==> config.mk <==
export PLATFORM = sky130hd
export DESIGN_NAME = ras_stack
export DESIGN_NICKNAME = d
export VERILOG_FILES = /design/src/rtl/ras_pkg.sv /design/src/rtl/ras_stack.sv
export SDC_FILE = /design/constraint.sdc
export NUM_CORES = 1
export LEC_CHECK = 0
export CAP_MARGIN = 20
export CORE_MARGIN = 2
export CORE_UTILIZATION = 62
export CTS_BUF_LIST = sky130_fd_sc_hd__clkbuf_4 sky130_fd_sc_hd__clkbuf_8
export DETAILED_ROUTE_END_ITERATION = 10
export PLACE_DENSITY = 0.82
export REMOVE_ABC_BUFFERS = 1
export SLEW_MARGIN = 40
export SYNTH_ARGS = -nofsm -noshare
export SYNTH_HDL_FRONTEND = slang
export SYNTH_SLANG_ARGS = --single-unit
==> constraint.sdc <==
create_clock -name clk_in -period 7.6 [get_ports clk_in]
set_clock_uncertainty 0.15 [all_clocks]
set_input_delay 1.52 -clock clk_in [delete_from_list [all_inputs] [get_ports clk_in]]
set_output_delay 1.52 -clock clk_in [all_outputs]
set_load 0.1 [all_outputs]
==> src/rtl/ras_pkg.sv <==
// Shared parameters and types for the return-address stack.
package ras_pkg;

    localparam int RAS_DEPTH   = 8;
    localparam int RAS_ENTRY_W = 64;
    localparam int RAS_PTR_W   = $clog2(RAS_DEPTH);

    typedef logic [RAS_PTR_W-1:0] ras_ptr_t;

endpackage

==> src/rtl/ras_stack.sv <==
// Circular return-address stack with tail restore for mispredict recovery.
// Define RAS_STACK_STATUS_EN to expose empty/full/count status outputs.
module ras_stack
    import ras_pkg::*;
#(
    parameter int STACK_DEPTH = RAS_DEPTH,
    parameter int ENTRY_SIZE  = RAS_ENTRY_W
) (
    input  logic                           clk_in,
    input  logic                           rst_N_in,
    input  logic                           push,
    input  logic                           pop,
    input  logic [ENTRY_SIZE-1:0]          pushee,
    input  logic                           restoreTail,
    input  logic [$clog2(STACK_DEPTH)-1:0] newTail,
`ifdef RAS_STACK_STATUS_EN
    output logic                           empty_out,
    output logic                           full_out,
    output logic [$clog2(STACK_DEPTH):0]   count_out,
`endif
    output logic [ENTRY_SIZE-1:0]          stack_out
);

    localparam int PW = $clog2(STACK_DEPTH);
    localparam int CW = PW + 1;
    localparam logic [CW-1:0] FULL = CW'(STACK_DEPTH);

    logic [ENTRY_SIZE-1:0] mem [STACK_DEPTH];
    logic [PW-1:0]         tail;
    logic [PW-1:0]         tail_n;
    logic [PW-1:0]         top;
    logic [CW-1:0]         count;
    logic [CW-1:0]         count_n;
    logic                  wr_en;
    logic [PW-1:0]         wr_idx;
    logic                  empty;

    assign top   = tail - 1'b1;
    assign empty = (count == '0);

    always_comb begin
        tail_n  = tail;
        count_n = count;
        wr_en   = 1'b0;
        wr_idx  = tail;
        if (restoreTail) begin
            tail_n = newTail;
        end else if (push && pop && !empty) begin
            // Call and return in one cycle: the top is replaced in place.
            wr_en  = 1'b1;
            wr_idx = top;
        end else if (push) begin
            wr_en   = 1'b1;
            wr_idx  = tail;
            tail_n  = tail + 1'b1;
            count_n = (count == FULL) ? FULL : count + 1'b1;
        end else if (pop && !empty) begin
            tail_n  = top;
            count_n = count - 1'b1;
        end
    end

    always_ff @(posedge clk_in) begin
        if (rst_N_in) begin
            tail  <= '0;
            count <= '0;
            for (int i = 0; i < STACK_DEPTH; i++) begin
                mem[i] <= '0;
            end
        end else begin
            tail  <= tail_n;
            count <= count_n;
            if (wr_en) begin
                mem[wr_idx] <= pushee;
            end
        end
    end

    assign stack_out = empty ? '0 : mem[top];

`ifdef RAS_STACK_STATUS_EN
    assign empty_out = empty;
    assign full_out  = (count == FULL);
    assign count_out = count;
`endif

endmodule

[Word-level counts from Yosys, hierarchy flattened]
Memory sizes are Yosys's and may differ from the RTL's.
Cells that the tools add are included.
Storage, ports and cells
  bits in registers: 7
  RAM bits: 512
  output and inout port bits: 64
  memories kept: 1
Memories
  mem: words 8, width 64, read ports 1, clocked after Yosys merged registers in 0, write ports 8, RTL line ras_stack.sv:28  | logic [ENTRY_SIZE-1:0] mem [STACK_DEPTH];
Operators by class
  add/subtract/negate cells: 4
  equality and inequality tests: 2
  muxes and demuxes: 21
  bitwise operators: 2
  reduce and logical (&&, ||, !) cells: 10
Operator list (count)
  64-bit 2-to-1 mux: 2
  64-bit OR reduction: 1
  3-bit 2-to-1 mux: 7
  4-bit 2-to-1 mux: 3
  1-bit 2-to-1 mux: 9
  4-bit by 1-bit adder with 4-bit output, second input constant: 1
  4-bit == test, second input constant: 1
  4-bit zero test: 1
  4-bit by 1-bit subtractor with 4-bit output, second input constant: 1
  3-bit by 1-bit adder with 3-bit output, second input constant: 1
  1-bit logical AND: 3
  3-bit AND reduction: 1
  3-bit nonzero test: 1
  3-bit by 1-bit subtractor with 3-bit output, second input constant: 1
  2-bit != test, second input constant: 1
  1-bit inverter: 2
  2-bit AND reduction: 1
  2-bit nonzero test: 1
  1-bit zero test: 1

[Depth between registers and ports, before layout]
Gate-level depths: netlist of run 1.
  depth in word-level cells: 10
  gate-level depth with buffers: 10
  mapped depth without buffers: 6

[Worst setup path after synthesis of run 1]
Ideal clock, no wire load.
  path kind: input to register
  from: input restoreTail
  to: memory mem[4][0] (netlist name), enable pin
  setup time: 0.499 ns
  data arrival time: 5.593 ns
  required time: 6.951 ns
  path slack: 1.358 ns
  stages: 7
  path through: clkbuf_2 > nand3b_4 > nor4b_4 > a211oi_2 > buf_2 > buf_2 > o21bai_1
RTL lines
  start, declared: RTL line ras_stack.sv:14  | input logic restoreTail,
  end, declared: RTL line ras_stack.sv:28

[Worst setup path in the final report of run 1]
  from: register tail[0]
  to: output stack_out[38]
On the way
  cells in the longest elaborated chain, start to end: 3
Ends and longest elaborated chain
  start, declared: RTL line ras_stack.sv:29  | logic [PW-1:0] tail;
  start signal, assigned: RTL line ras_stack.sv:71  | tail <= tail_n;
  3-bit by 1-bit subtractor with 3-bit output: RTL line ras_stack.sv:38  | assign top = tail - 1'b1;
  memory read 8 x 64 bit
  64-bit 2-to-1 mux: RTL line ras_stack.sv:79  | assign stack_out = empty ? '0 : mem[top];
  end, declared: RTL line ras_stack.sv:21  | output logic [ENTRY_SIZE-1:0] stack_out
No other way between the ends.

==> results of run 1 <==
## power by group through the flow
stage          clock, mW  combinational, mW  sequential (mW)
2_1_floorplan          0               1.34             3.41
3_3_place_gp           0               1.87             3.38
3_5_place_dp           0               1.83             3.39
4_1_cts             2.35               1.83             3.33
5_1_grt             2.46               1.92             3.34
6_report            2.32               1.84             3.33
## worst max-delay path: cells and delay by family (launching register included)
kind                     cells  cell delay, ns
flip-flops                   1            0.71
adder cells (fa/ha/maj)      1            0.67
multiplexers                 1            0.23
AND/OR/NAND/NOR              1            0.05
buffers and inverters        4            1.31
AO/OA/AOI/OAI                1            0.36
## sequential cells by signal (all words and copies together), names as in the netlist
| signal | flops |
|---|---|
| count | 4 |
| mem | 512 |
| tail | 3 |
## area by class of cell
type / instances / share of cell area (%)
flip-flops and latches: 519 / 55.62
diodes: 2 / 0.01794
clock inverters: 36 / 0.7669
multi-input cells: 919 / 30.08
inverters: 5 / 0.06727
well taps: 518 / 2.323
repair buffers: 185 / 6.202
clock buffers: 112 / 4.920
## routing by layer
metal	global-route usage, %	routed length (um)	up-vias	share of wire, %
li1	-	-	6524	-
met1	41.41	22900	7831	39
met2	46.28	28940	787	49
met3	5.785	5579	104	9.5
met4	9.254	1328	4	2.3
met5	0	27	-	0.046
## cells by family after synthesis
kind of cell / Yosys count
XOR/XNOR: 4
buffers and inverters: 175
flip-flops: 519
AO/OA/AOI/OAI: 98
AND/OR/NAND/NOR: 682
multiplexers: 131
adder cells (fa/ha/maj): 4
## layout by cell type (no fill, tap or decap), types with 3 or more instances in the layout
cell type / instances
sky130_fd_sc_hd__clkinv_1: 25
sky130_fd_sc_hd__nand2b_1: 4
sky130_fd_sc_hd__a21oi_1: 70
sky130_fd_sc_hd__o21ai_0: 3
sky130_fd_sc_hd__edfxtp_1: 512
sky130_fd_sc_hd__inv_6: 4
sky130_fd_sc_hd__clkbuf_4: 27
sky130_fd_sc_hd__nor3b_1: 513
sky130_fd_sc_hd__clkdlybuf4s50_1: 71
sky130_fd_sc_hd__o21bai_4: 8
sky130_fd_sc_hd__nand2_1: 134
sky130_fd_sc_hd__buf_2: 64
sky130_fd_sc_hd__clkinv_2: 5
sky130_fd_sc_hd__clkbuf_8: 85
sky130_fd_sc_hd__nor3_1: 3
sky130_fd_sc_hd__or4_1: 3
sky130_fd_sc_hd__ha_1: 3
sky130_fd_sc_hd__buf_6: 9
sky130_fd_sc_hd__buf_12: 11
sky130_fd_sc_hd__buf_4: 18
sky130_fd_sc_hd__buf_16: 5
sky130_fd_sc_hd__a211oi_4: 4
sky130_fd_sc_hd__inv_1: 5
sky130_fd_sc_hd__nor2_1: 3
sky130_fd_sc_hd__nor4_1: 4
sky130_fd_sc_hd__mux4_2: 128
sky130_fd_sc_hd__buf_8: 7
sky130_fd_sc_hd__or3_1: 3
sky130_fd_sc_hd__dfxtp_1: 6
## per-stage QoR
stage          instances  setup slack, ns  utilization, %  hold WS [ns]
6_report            2296            1.872           71.69        0.3805
3_5_place_dp        2145            2.076           67.50        0.3738
2_1_floorplan       1443           -16.74               -        0.3361
4_1_cts             2293            1.745           71.58        0.3820
3_3_place_gp        2130            1.707           67.61        0.3597
5_1_grt             2294            1.631           71.68        0.4080
## path summary, 6_finish.rpt
path                               from                       to  slack, ns  cells past startpoint
setup / recovery   tail[0]$_SDFFE_PP0P_            stack_out[38]       1.87                      8
setup reg to reg   tail[0]$_SDFFE_PP0P_  mem[1][6]$_SDFFCE_PN0P_       2.79                     10
hold reg to reg   count[1]$_SDFFE_PP0P_    count[1]$_SDFFE_PP0P_       0.38                      2
hold / removal    count[1]$_SDFFE_PP0P_    count[1]$_SDFFE_PP0P_       0.38                      2
==> flow_summary.html, run 1 <==
<table>
<tr><th>Metric</th><th>Value</th></tr>
<tr><th colspan="2">STA</th></tr>
<tr><td>Final Hold Viols</td><td>0</td></tr>
<tr><td>Part of the cycle the worst path needs</td><td>75.37%</td></tr>
<tr><td>Total negative setup slack</td><td>0 ns</td></tr>
<tr><td>Final count of negative-setup-slack endpoints</td><td>0</td></tr>
<tr><td>Final slew viol count</td><td>0</td></tr>
<tr><td>Maximum clock frequency</td><td>0.1746 GHz</td></tr>
<tr><td>Max-slew headroom</td><td>45.00%</td></tr>
<tr><td>Post-route minimum period</td><td>5.728 ns</td></tr>
<tr><td>Tightest Pin Transition</td><td>about 0.83 ns</td></tr>
<tr><td>Setup repair after global routing missed its margin</td><td>no</td></tr>
<tr><th colspan="2">Placement</th></tr>
<tr><td>Placed inst area</td><td>0.02627 mm2</td></tr>
<tr><td>Count of input and output buffers</td><td>approximately 140</td></tr>
<tr><td>Final weighted congestion in routability-driven placement</td><td>0.7463</td></tr>
<tr><td>Placed wire-length estimate after detailed placement</td><td>30420 um</td></tr>
<tr><th colspan="2">Die</th></tr>
<tr><td>Count of boundary I/O pins</td><td>136</td></tr>
<tr><td>Die H</td><td>203.2 um</td></tr>
<tr><td>Rows</td><td>between 70 and 80</td></tr>
<tr><td>Area of the die</td><td>0.04130 mm2</td></tr>
<tr><td>Horiz. Die Dim</td><td>between 200 and 250 um</td></tr>
<tr><td>Initial cell density of the core</td><td>63.23%</td></tr>
<tr><td>Area inside the core boundary</td><td>roughly 0.039 mm2</td></tr>
<tr><th colspan="2">Yosys</th></tr>
<tr><td>Combinational family with the most area after synthesis</td><td>simple AND/OR/NAND/NOR gates</td></tr>
<tr><td>Mux share of post-synthesis cell area</td><td>11.84%</td></tr>
<tr><td>Instance count of the mapped netlist</td><td>1613</td></tr>
<tr><td>Top post-synthesis cells by count</td><td>sky130_fd_sc_hd__nor3b_1, sky130_fd_sc_hd__edfxtp_1, sky130_fd_sc_hd__nand2_1</td></tr>
<tr><td>Average footprint of a synthesized cell</td><td>between 15 and 20 um2</td></tr>
<tr><td>Sequential area share after synthesis</td><td>63.05%</td></tr>
<tr><td>Number of warnings reported in the yosys synthesis log</td><td>0</td></tr>
<tr><td>Compound-gate portion of the synthesized area</td><td>2.390%</td></tr>
<tr><td>Dominant cell type by area after synthesis</td><td>sky130_fd_sc_hd__edfxtp_1</td></tr>
<tr><td>Adder and majority gate portion of the synthesized area</td><td>0.2034%</td></tr>
<tr><td>Fraction of registers with async set/reset</td><td>0%</td></tr>
<tr><td>Most used standard cell by instance count after synthesis</td><td>sky130_fd_sc_hd__nor3b_1</td></tr>
<tr><td>Dominant register cell in the synthesized netlist</td><td>sky130_fd_sc_hd__edfxtp_1</td></tr>
<tr><td>Fraction of the mapped netlist area in simple logic gates</td><td>18.79%</td></tr>
<tr><td>Xor/xnor cell area share of the yosys netlist</td><td>0.1729%</td></tr>
<tr><td>Number of distinct library cells after synthesis</td><td>50</td></tr>
<tr><td>Area of the mapped netlist</td><td>0.02461 mm2</td></tr>
<tr><td>Cells taking the most area after synthesis</td><td>sky130_fd_sc_hd__edfxtp_1, sky130_fd_sc_hd__nor3b_1, sky130_fd_sc_hd__mux4_2</td></tr>
<tr><td>Count of flip-flops with a built-in enable after synthesis</td><td>512</td></tr>
<tr><td>Flop and latch count out of synthesis</td><td>519</td></tr>
<tr><td>Post-synth top area share</td><td>62.48%</td></tr>
<tr><th colspan="2">Pwr</th></tr>
<tr><td>Flop pwr share</td><td>44.4%</td></tr>
<tr><td>Peak VDD IR</td><td>0.2356 mV</td></tr>
<tr><td>Power density over cell area</td><td>268.2 mW/mm2</td></tr>
<tr><td>Combinational share of power</td><td>between 20% and 30%</td></tr>
<tr><td>Static leakage</td><td>8.929 nW</td></tr>
<tr><td>Net Sw Power</td><td>around 2.5 mW</td></tr>
<tr><td>Proportion of power drawn by the clock network</td><td>31.0%</td></tr>
<tr><td>Final Power</td><td>7.484 mW</td></tr>
<tr><td>Int Pwr</td><td>approximately 5.0 mW</td></tr>
<tr><td>Switching Fraction</td><td>~33%</td></tr>
<tr><th colspan="2">Worst setup path</th></tr>
<tr><td>Maximum net fanout on the critical path</td><td>35</td></tr>
<tr><td>CP Launch Type</td><td>flip-flop</td></tr>
<tr><td>Delay of the slowest cell on the worst path</td><td>0.71 ns</td></tr>
<tr><td>CP Cell Sequence</td><td>inv_1 &gt; ha_4 &gt; buf_12 &gt; buf_4 &gt; mux4_2 &gt; nand2_1 &gt; a21oi_1 &gt; buf_2</td></tr>
<tr><td>Kind of critical path</td><td>reg -&gt; out</td></tr>
<tr><td>Data arrival at the endpoint of the critical path</td><td>4.06 ns</td></tr>
<tr><td>Slowest stage cell, crit path</td><td>sky130_fd_sc_hd__dfxtp_4</td></tr>
<tr><td>Required time worst endpoint</td><td>5.93 ns</td></tr>
<tr><td>Endpoint kind of the worst setup timing path</td><td>output pin</td></tr>
<tr><th colspan="2">Final layout</th></tr>
<tr><td>Number of nets in the final layout</td><td>1790</td></tr>
<tr><td>Fill cell total of the finished layout</td><td>roughly 2500</td></tr>
<tr><td>Fraction of final layout cells sized beyond drive strength 1</td><td>~22%</td></tr>
<tr><td>Final standard cell area without fillers</td><td>0.02790 mm2</td></tr>
<tr><td>Layout-stage area growth over the synthesis result</td><td>13.39%</td></tr>
<tr><td>Area of combinational cells with multiple inputs</td><td>0.008393 mm2</td></tr>
<tr><td>Sequential cell area</td><td>0.01552 mm2</td></tr>
<tr><th colspan="2">Drt</th></tr>
<tr><td>WL per Instance</td><td>approximately 26 um</td></tr>
<tr><td>1st-pass router iterations</td><td>6</td></tr>
<tr><td>Post-route DRC</td><td>0</td></tr>
<tr><td>Total via count after detailed routing</td><td>15250</td></tr>
<tr><td>Wirelength, routed</td><td>58780 um</td></tr>
<tr><td>Antenna Violating Nets Remaining</td><td>0</td></tr>
<tr><td>First-iteration detailed-routing DRC count</td><td>1721</td></tr>
<tr><td>Vias per inst</td><td>between 6 and 7</td></tr>
<tr><th colspan="2">Clock network</th></tr>
<tr><td>Total number of H-tree levels</td><td>3</td></tr>
<tr><td>Total clock buffers created by CTS</td><td>84</td></tr>
<tr><td>Longest Clk Path Bufs</td><td>3</td></tr>
<tr><td>Clock latency on the worst-skew pair</td><td>between 0.6 and 0.7 ns</td></tr>
<tr><td>Post-CTS Resized</td><td>0</td></tr>
<tr><td>CTS tree</td><td>done</td></tr>
<tr><td>Post-CTS setup repair buffer count</td><td>0</td></tr>
<tr><td>Clock slew seen by the registers of the worst setup and hold paths</td><td>roughly 0.06 ns</td></tr>
<tr><td>Total of hold buffers inserted after clock tree synthesis</td><td>0</td></tr>
<tr><td>Clock tree root driver cell</td><td>sky130_fd_sc_hd__clkbuf_8</td></tr>
<tr><td>Number of sinks driven by the clock tree</td><td>519</td></tr>
<tr><th colspan="2">Hold path</th></tr>
<tr><td>Worst hold path class</td><td>reg -&gt; reg</td></tr>
<tr><th colspan="2">GRT</th></tr>
<tr><td>Pin count of the biggest net entering global routing</td><td>103</td></tr>
<tr><td>All-Layer GR Usage</td><td>29.17%</td></tr>
<tr><td>Antenna violations before repair</td><td>3</td></tr>
<tr><td>GRT overflow</td><td>0</td></tr>
<tr><td>Number of global-route vias before repair</td><td>15640</td></tr>
<tr><td>First-pass GRT wire length</td><td>91440 um</td></tr>
<tr><th colspan="2">Flow run</th></tr>
<tr><td>Number of max-cap violations</td><td>0</td></tr>
<tr><th colspan="2">Status</th></tr>
<tr><td>Run status</td><td>completed</td></tr>
</table>
(Power assumes the default switching activity.)
==> run 2, diff against run 1 <==
Settings changed: CORE_UTILIZATION 62 to 56, PLACE_DENSITY 0.82 to 0.78.
Clock period 7.6 ns to 5.2 ns, I/O delays scaled along.
==> flow_summary.html, run 2 (synthesis gave the netlist of run 1 again) <==
<table>
<tr><th>Metric</th><th>Value</th></tr>
<tr><th colspan="2">Final layout</th></tr>
<tr><td>Largest register by flop count</td><td>mem</td></tr>
<tr><td>Most common cell after layout, fill and taps aside</td><td>sky130_fd_sc_hd__nor3b_1</td></tr>
<tr><td>Max reg flops</td><td>a little over 500</td></tr>
<tr><td>Most frequent cells in the layout</td><td>sky130_fd_sc_hd__nor3b_1, sky130_fd_sc_hd__edfxtp_1, sky130_fd_sc_hd__nand2_1, sky130_fd_sc_hd__mux4_2, sky130_fd_sc_hd__buf_4</td></tr>
<tr><td>Layout-stage area growth over the synthesis result</td><td>13.78%</td></tr>
<tr><td>Number of nets in the final layout</td><td>~1800</td></tr>
<tr><td>Fill cell total of the finished layout</td><td>3111</td></tr>
<tr><td>Biggest registers after layout</td><td>mem: 512 flops, count: 4 flops, tail: 3 flops</td></tr>
<tr><td>Number of non-filler instances in the completed layout</td><td>2358</td></tr>
<tr><td>Fraction of final layout cells sized beyond drive strength 1</td><td>21.68%</td></tr>
<tr><th colspan="2">Worst setup path</th></tr>
<tr><td>Data arrival at the endpoint of the critical path</td><td>3.29 ns</td></tr>
<tr><td>Worst setup startpoint</td><td>tail[1]$_SDFFE_PP0P_</td></tr>
<tr><td>Endpoint of the most critical setup path</td><td>stack_out[62]</td></tr>
<tr><td>CP Cell Sequence</td><td>inv_1 &gt; ha_4 &gt; xor2_4 &gt; buf_4 &gt; nand2_1 &gt; a21oi_1 &gt; buf_4</td></tr>
<tr><td>Maximum net fanout on the critical path</td><td>18</td></tr>
<tr><td>Required time worst endpoint</td><td>4.01 ns</td></tr>
<tr><td>Worst R2R Setup Slack</td><td>roughly 1.6 ns</td></tr>
<tr><td>Slowest stage cell, crit path</td><td>sky130_fd_sc_hd__xor2_4</td></tr>
<tr><td>Cell mode on critical path</td><td>sky130_fd_sc_hd__buf_4</td></tr>
<tr><td>CP Launch Type</td><td>flip-flop</td></tr>
<tr><td>Number of cell instances on the worst register-to-register path</td><td>9</td></tr>
<tr><td>Endpoint kind of the worst setup timing path</td><td>output pin</td></tr>
<tr><td>Reg-to-reg endpoint</td><td>mem[0][34]$_SDFFCE_PN0P_</td></tr>
<tr><td>Kind of critical path</td><td>reg -&gt; out</td></tr>
<tr><td>Startpoint of the worst-slack reg-to-reg timing path</td><td>count[0]$_SDFFE_PP0P_</td></tr>
<tr><td>Delay of the slowest cell on the worst path</td><td>0.64 ns</td></tr>
<tr><th colspan="2">Die</th></tr>
<tr><td>Horiz. Die Dim</td><td>213.6 um</td></tr>
<tr><td>Rows</td><td>76</td></tr>
<tr><td>Count of boundary I/O pins</td><td>136</td></tr>
<tr><td>Die H</td><td>213.6 um</td></tr>
<tr><td>Area of the die</td><td>between 0.04 and 0.05 mm2</td></tr>
<tr><td>Initial cell density of the core</td><td>~57%</td></tr>
<tr><td>Area inside the core boundary</td><td>about 0.043 mm2</td></tr>
<tr><th colspan="2">GRT</th></tr>
<tr><td>First-pass GRT wire length</td><td>88520 um</td></tr>
<tr><td>All-Layer GR Usage</td><td>between 20% and 30%</td></tr>
<tr><td>Number of global-route vias before repair</td><td>15390</td></tr>
<tr><td>GRT overflow</td><td>0</td></tr>
<tr><td>Pin count of the biggest net entering global routing</td><td>140</td></tr>
<tr><td>Antenna violations before repair</td><td>3</td></tr>
<tr><th colspan="2">Clock network</th></tr>
<tr><td>Total clock buffers created by CTS</td><td>83</td></tr>
<tr><td>Clock slew seen by the registers of the worst setup and hold paths</td><td>0.06 ns</td></tr>
<tr><td>Post-CTS setup repair buffer count</td><td>0</td></tr>
<tr><td>Longest Clk Path Bufs</td><td>3</td></tr>
<tr><td>Post-CTS Resized</td><td>0</td></tr>
<tr><td>Total number of H-tree levels</td><td>3</td></tr>
<tr><td>Clock tree root driver cell</td><td>sky130_fd_sc_hd__clkbuf_8</td></tr>
<tr><td>Number of sinks driven by the clock tree</td><td>519</td></tr>
<tr><td>CTS tree</td><td>done</td></tr>
<tr><td>Total of hold buffers inserted after clock tree synthesis</td><td>0</td></tr>
<tr><td>Clock latency on the worst-skew pair</td><td>0.65 ns</td></tr>
<tr><th colspan="2">Hold path</th></tr>
<tr><td>Worst hold path stage count</td><td>2</td></tr>
<tr><td>Worst hold path class</td><td>reg -&gt; reg</td></tr>
<tr><th colspan="2">Status</th></tr>
<tr><td>Run status</td><td>completed</td></tr>
<tr><th colspan="2">STA</th></tr>
<tr><td>Max-slew headroom</td><td>48.51%</td></tr>
<tr><td>Final slew viol count</td><td>0</td></tr>
<tr><td>Post-route minimum period</td><td>4.476 ns</td></tr>
<tr><td>Setup repair after global routing missed its margin</td><td>no</td></tr>
<tr><td>Maximum clock frequency</td><td>0.2234 GHz</td></tr>
<tr><td>Final Hold Viols</td><td>0</td></tr>
<tr><td>Final count of negative-setup-slack endpoints</td><td>0</td></tr>
<tr><td>Part of the cycle the worst path needs</td><td>86.07%</td></tr>
<tr><td>Total negative setup slack</td><td>0 ns</td></tr>
<tr><td>Tightest Pin Transition</td><td>~0.77 ns</td></tr>
<tr><th colspan="2">Pwr</th></tr>
<tr><td>Power density over cell area</td><td>393.5 mW/mm2</td></tr>
<tr><td>Final Power</td><td>about 11 mW</td></tr>
<tr><td>Int Pwr</td><td>around 7.4 mW</td></tr>
<tr><td>Combinational share of power</td><td>25.1%</td></tr>
<tr><td>Static leakage</td><td>~8.9 nW</td></tr>
<tr><td>Proportion of power drawn by the clock network</td><td>just over 30%</td></tr>
<tr><td>Flop pwr share</td><td>44.0%</td></tr>
<tr><td>Switching Fraction</td><td>32.80%</td></tr>
<tr><td>Peak VDD IR</td><td>about 0.24 mV</td></tr>
<tr><td>Net Sw Power</td><td>3.613 mW</td></tr>
<tr><th colspan="2">Drt</th></tr>
<tr><td>First-iteration detailed-routing DRC count</td><td>roughly 1600</td></tr>
<tr><td>Total via count after detailed routing</td><td>around 15000</td></tr>
<tr><td>Wirelength, routed</td><td>57060 um</td></tr>
<tr><td>Vias per inst</td><td>approximately 6.4</td></tr>
<tr><td>1st-pass router iterations</td><td>7</td></tr>
<tr><td>Antenna Violating Nets Remaining</td><td>0</td></tr>
<tr><td>WL per Instance</td><td>approximately 24 um</td></tr>
<tr><td>Post-route DRC</td><td>0</td></tr>
<tr><th colspan="2">Placement</th></tr>
<tr><td>Final weighted congestion in routability-driven placement</td><td>0.7975</td></tr>
<tr><td>Cell count after placement</td><td>2206</td></tr>
<tr><td>Count of input and output buffers</td><td>135</td></tr>
<tr><td>Placed wire-length estimate after detailed placement</td><td>29430 um</td></tr>
<tr><th colspan="2">Flow run</th></tr>
<tr><td>Number of max-cap violations</td><td>0</td></tr>
</table>
## run 2: area by class of cell
cell class,count,area [um2],share of cell area [%]
inverters,5,18.77,0.06704
multi-input cells,919,8404,30.02
diodes,2,5.005,0.01788
flip-flops and latches,519,15520,55.43
clock inverters,38,225.2,0.8044
repair buffers,179,1714,6.123
well taps,585,732.0,2.614
clock buffers,111,1378,4.920
## run 2: routing by layer
layer  GRT usage [%]  part of all wire, %
met5               0                0.023
met2           41.07                   49
met1           36.37                   41
met3           5.097                  8.6
met4           8.453                  1.8
## run 2: worst min-delay path by stage
| stage | from | end |
|---|---|---|
| 3_5_place_dp | count[1]$_SDFFE_PP0P_ | count[1]$_SDFFE_PP0P_ |
| 3_3_place_gp | count[1]$_SDFFE_PP0P_ | count[1]$_SDFFE_PP0P_ |
| 2_1_floorplan | count[1]$_SDFFE_PP0P_ | count[1]$_SDFFE_PP0P_ |
| 4_1_cts | count[1]$_SDFFE_PP0P_ | count[1]$_SDFFE_PP0P_ |
| 6_report | count[1]$_SDFFE_PP0P_ | count[1]$_SDFFE_PP0P_ |
| 5_1_grt | count[1]$_SDFFE_PP0P_ | count[1]$_SDFFE_PP0P_ |
## run 2: worst max-delay path, delay by kind of cell, from the launching register on
family                   cells  cell delay, ns
AO/OA/AOI/OAI                1            0.37
XOR/XNOR                     1            0.64
adder cells (fa/ha/maj)      1            0.24
buffers and inverters        3            0.87
flip-flops                   1            0.42
AND/OR/NAND/NOR              1            0.08
## run 2: through the flow
| stage | instance area (um2) | worst slack, ns | utilization, % | hold WS (ns) |
|---|---|---|---|---|
| floorplan | 23750 | -19.14 | - | 0.3361 |
| global placement | 26300 | 0.9619 | 60.78 | 0.3622 |
| detailed placement | 26350 | 0.9505 | 60.91 | 0.3783 |
| CTS | 27960 | 0.4013 | 64.62 | 0.3880 |
| global route | 27990 | 0.4896 | 64.70 | 0.4345 |
| finish | 28000 | 0.7243 | 64.71 | 0.3924 |
## run 2: power groups by stage
stage	Clock [mW]	Sequential, mW	Combinational, mW
6_report	3.40	4.85	2.76
5_1_grt	3.63	4.86	2.90
4_1_cts	3.47	4.85	2.76
3_5_place_dp	0	4.94	2.75
3_3_place_gp	0	4.92	2.72
2_1_floorplan	0	4.99	1.96
==> run 3, diff against run 2 <==
Settings changed: CORE_MARGIN 2 to default, CTS_CLUSTER_DIAMETER from default to 50, SKIP_LAST_GASP from default to 1.
==> flow_summary.html, run 3 (synthesis gave the netlist of run 1 again) <==
<table>
<tr><th>Metric</th><th>Value</th></tr>
<tr><th colspan="2">Status</th></tr>
<tr><td>Run status</td><td>completed</td></tr>
<tr><th colspan="2">Hold path</th></tr>
<tr><td>Worst min-delay path startpoint</td><td>count[1]$_SDFFE_PP0P_</td></tr>
<tr><td>Worst hold path stage count</td><td>2</td></tr>
<tr><td>Worst hold path class</td><td>reg -&gt; reg</td></tr>
<tr><td>Worst Hold Path EP</td><td>count[1]$_SDFFE_PP0P_</td></tr>
<tr><th colspan="2">Worst setup path</th></tr>
<tr><td>Worst R2R Setup Slack</td><td>1.34 ns</td></tr>
<tr><td>Number of cell instances on the worst register-to-register path</td><td>7</td></tr>
<tr><td>Family with the most delay on the worst path</td><td>buffers and inverters</td></tr>
<tr><td>Slowest stage cell, crit path</td><td>sky130_fd_sc_hd__ha_4</td></tr>
<tr><td>Reg-to-reg endpoint</td><td>mem[4][40]$_SDFFCE_PN0P_</td></tr>
<tr><td>Endpoint kind of the worst setup timing path</td><td>output pin</td></tr>
<tr><td>CP Cell Sequence</td><td>inv_1 &gt; ha_4 &gt; buf_12 &gt; mux4_2 &gt; nand2_1 &gt; a21oi_1 &gt; buf_4</td></tr>
<tr><td>Startpoint of the worst-slack reg-to-reg timing path</td><td>tail[0]$_SDFFE_PP0P_</td></tr>
<tr><td>Delay of the slowest cell on the worst path</td><td>between 0.7 and 0.8 ns</td></tr>
<tr><td>Combined buffer and inverter count along the critical path</td><td>3</td></tr>
<tr><td>Data arrival at the endpoint of the critical path</td><td>3.42 ns</td></tr>
<tr><td>CP Launch Type</td><td>flip-flop</td></tr>
<tr><td>Kind of critical path</td><td>reg -&gt; out</td></tr>
<tr><td>Required time worst endpoint</td><td>4.01 ns</td></tr>
<tr><td>Maximum net fanout on the critical path</td><td>43</td></tr>
<tr><th colspan="2">Die</th></tr>
<tr><td>Initial cell density of the core</td><td>57.00%</td></tr>
<tr><td>Count of boundary I/O pins</td><td>between 100 and 150</td></tr>
<tr><td>Horiz. Die Dim</td><td>211.6 um</td></tr>
<tr><td>Rows</td><td>76</td></tr>
<tr><td>Die H</td><td>211.6 um</td></tr>
<tr><td>Area of the die</td><td>0.04478 mm2</td></tr>
<tr><td>Area inside the core boundary</td><td>about 0.043 mm2</td></tr>
<tr><th colspan="2">Clock network</th></tr>
<tr><td>Number of sinks driven by the clock tree</td><td>519</td></tr>
<tr><td>Clock slew seen by the registers of the worst setup and hold paths</td><td>roughly 0.06 ns</td></tr>
<tr><td>CTS tree</td><td>done</td></tr>
<tr><td>Clock latency on the worst-skew pair</td><td>0.63 ns</td></tr>
<tr><td>Post-CTS setup repair buffer count</td><td>0</td></tr>
<tr><td>Clock tree root driver cell</td><td>sky130_fd_sc_hd__clkbuf_8</td></tr>
<tr><td>Total of hold buffers inserted after clock tree synthesis</td><td>0</td></tr>
<tr><td>Total clock buffers created by CTS</td><td>83</td></tr>
<tr><td>Total number of H-tree levels</td><td>3</td></tr>
<tr><td>Post-CTS Resized</td><td>0</td></tr>
<tr><td>Longest Clk Path Bufs</td><td>3</td></tr>
<tr><th colspan="2">GRT</th></tr>
<tr><td>Antenna violations before repair</td><td>6</td></tr>
<tr><td>Number of global-route vias before repair</td><td>15370</td></tr>
<tr><td>First-pass GRT wire length</td><td>89070 um</td></tr>
<tr><td>Pin count of the biggest net entering global routing</td><td>129</td></tr>
<tr><td>GRT overflow</td><td>0</td></tr>
<tr><td>All-Layer GR Usage</td><td>26.41%</td></tr>
<tr><th colspan="2">Pwr</th></tr>
<tr><td>Switching Fraction</td><td>32.84%</td></tr>
<tr><td>Net Sw Power</td><td>3.591 mW</td></tr>
<tr><td>Final Power</td><td>10.94 mW</td></tr>
<tr><td>Power density over cell area</td><td>390.8 mW/mm2</td></tr>
<tr><td>Flop pwr share</td><td>between 40% and 50%</td></tr>
<tr><td>Proportion of power drawn by the clock network</td><td>30.5%</td></tr>
<tr><td>Static leakage</td><td>8.866 nW</td></tr>
<tr><td>Combinational share of power</td><td>25.1%</td></tr>
<tr><td>Int Pwr</td><td>7.344 mW</td></tr>
<tr><td>Peak VDD IR</td><td>approximately 0.25 mV</td></tr>
<tr><th colspan="2">Placement</th></tr>
<tr><td>Placed wire-length estimate after detailed placement</td><td>30010 um</td></tr>
<tr><td>Count of input and output buffers</td><td>~140</td></tr>
<tr><td>Minimum setup slack after placement</td><td>between 0.9 and 1 ns</td></tr>
<tr><td>Cell count after placement</td><td>2211</td></tr>
<tr><td>Final weighted congestion in routability-driven placement</td><td>0.7737</td></tr>
<tr><td>Placed inst area</td><td>0.02641 mm2</td></tr>
<tr><th colspan="2">Final layout</th></tr>
<tr><td>Number of non-filler instances in the completed layout</td><td>approximately 2400</td></tr>
<tr><td>Layout-stage area growth over the synthesis result</td><td>13.71%</td></tr>
<tr><td>Fraction of final layout cells sized beyond drive strength 1</td><td>22.37%</td></tr>
<tr><td>Biggest registers after layout</td><td>mem: 512 flops, count: 4 flops, tail: 3 flops</td></tr>
<tr><td>Fill cell total of the finished layout</td><td>3114</td></tr>
<tr><td>Max reg flops</td><td>512</td></tr>
<tr><td>Most frequent cells in the layout</td><td>sky130_fd_sc_hd__nor3b_1, sky130_fd_sc_hd__edfxtp_1, sky130_fd_sc_hd__nand2_1, sky130_fd_sc_hd__mux4_2, sky130_fd_sc_hd__buf_4</td></tr>
<tr><td>Number of nets in the final layout</td><td>1787</td></tr>
<tr><td>Final standard cell area without fillers</td><td>0.02798 mm2</td></tr>
<tr><td>Utilization after layout</td><td>64.81%</td></tr>
<tr><td>Largest register by flop count</td><td>mem</td></tr>
<tr><td>Most common cell after layout, fill and taps aside</td><td>sky130_fd_sc_hd__nor3b_1</td></tr>
<tr><th colspan="2">Drt</th></tr>
<tr><td>Antenna Violating Nets Remaining</td><td>0</td></tr>
<tr><td>Vias per inst</td><td>6.416</td></tr>
<tr><td>1st-pass router iterations</td><td>5</td></tr>
<tr><td>WL per Instance</td><td>24.30 um</td></tr>
<tr><td>Post-route DRC</td><td>0</td></tr>
<tr><td>Wirelength, routed</td><td>approximately 57000 um</td></tr>
<tr><td>First-iteration detailed-routing DRC count</td><td>1495</td></tr>
<tr><td>Total via count after detailed routing</td><td>approximately 15000</td></tr>
<tr><th colspan="2">STA</th></tr>
<tr><td>Total negative setup slack</td><td>0 ns</td></tr>
<tr><td>Final Hold Viols</td><td>0</td></tr>
<tr><td>Post-route minimum period</td><td>approximately 4.6 ns</td></tr>
<tr><td>Max-slew headroom</td><td>approximately 45%</td></tr>
<tr><td>Tightest Pin Transition</td><td>0.8173 ns</td></tr>
<tr><td>Final slew viol count</td><td>0</td></tr>
<tr><td>Final count of negative-setup-slack endpoints</td><td>0</td></tr>
<tr><td>Maximum clock frequency</td><td>about 0.22 GHz</td></tr>
<tr><td>Worst Setup Slack, final</td><td>about 0.59 ns</td></tr>
<tr><td>Worst hold slack after final layout</td><td>0.3871 ns</td></tr>
<tr><td>Part of the cycle the worst path needs</td><td>88.65%</td></tr>
<tr><td>Setup repair after global routing missed its margin</td><td>no</td></tr>
<tr><th colspan="2">Flow run</th></tr>
<tr><td>Number of max-cap violations</td><td>0</td></tr>
</table>
## run 3: cell types whose count changed in the layout (fill, tap and decap cells not counted), sizes merged
cell / change
bufinv: -2
clkinv: -15
clkbuf: +7
diode: +2
buf: +5
## run 3: worst max-delay path by stage
| stage | start | end | slack, ns | depth (start not counted) |
|---|---|---|---|---|
| 6_report | tail[0]$_SDFFE_PP0P_ | stack_out[41] | 0.59 | 7 |
| 3_5_place_dp | restoreTail | mem[2][32]$_SDFFCE_PN0P_ | 0.97 | 7 |
| 4_1_cts | tail[0]$_SDFFE_PP0P_ | stack_out[8] | 0.51 | 7 |
| 5_1_grt | tail[0]$_SDFFE_PP0P_ | stack_out[41] | 0.46 | 7 |
| 3_3_place_gp | restoreTail | mem[5][48]$_SDFFCE_PN0P_ | 0.95 | 6 |
| 2_1_floorplan | tail[0]$_SDFFE_PP0P_ | mem[1][0]$_SDFFCE_PN0P_ | -19.14 | 4 |
## run 3: power by group through the flow
stage	combinational [mW]	sequential, mW	clock [mW]
CTS	2.75	4.85	3.39
global route	2.88	4.87	3.57
detailed placement	2.75	4.94	0
finish	2.75	4.85	3.33
floorplan	1.96	4.99	0
global placement	2.71	4.93	0
## run 3: layout make-up
cell class | instances | area, um2 | share of cell area (%)
Antenna cell | 4 | 10.01 | 0.03577
Clock buffer | 119 | 1431 | 5.116
Clock inverter | 21 | 115.1 | 0.4114
Inverter | 5 | 18.77 | 0.06708
Multi-Input combinational cell | 919 | 8404 | 30.04
Sequential cell | 519 | 15520 | 55.46
Tap cell | 585 | 732.0 | 2.616
Timing Repair Buffer | 183 | 1750 | 6.256
## run 3: worst min-delay path: stages, from the launching register on
cell	delay, ns
sky130_fd_sc_hd__dfxtp_1	0.35
sky130_fd_sc_hd__o21ai_0	0.09
sky130_fd_sc_hd__a21oi_1	0.06
## run 3: per-layer routing
| layer | vias up | global-route usage [%] | wire length (um) |
|---|---|---|---|
| met1 | 7797 | 36.62 | 23050 |
| met4 | 6 | 8.071 | 1097 |
| met5 | - | 0 | 38 |
| met3 | 91 | 5.889 | 5198 |
| met2 | 707 | 42.04 | 27830 |
| li1 | 6508 | - | - |
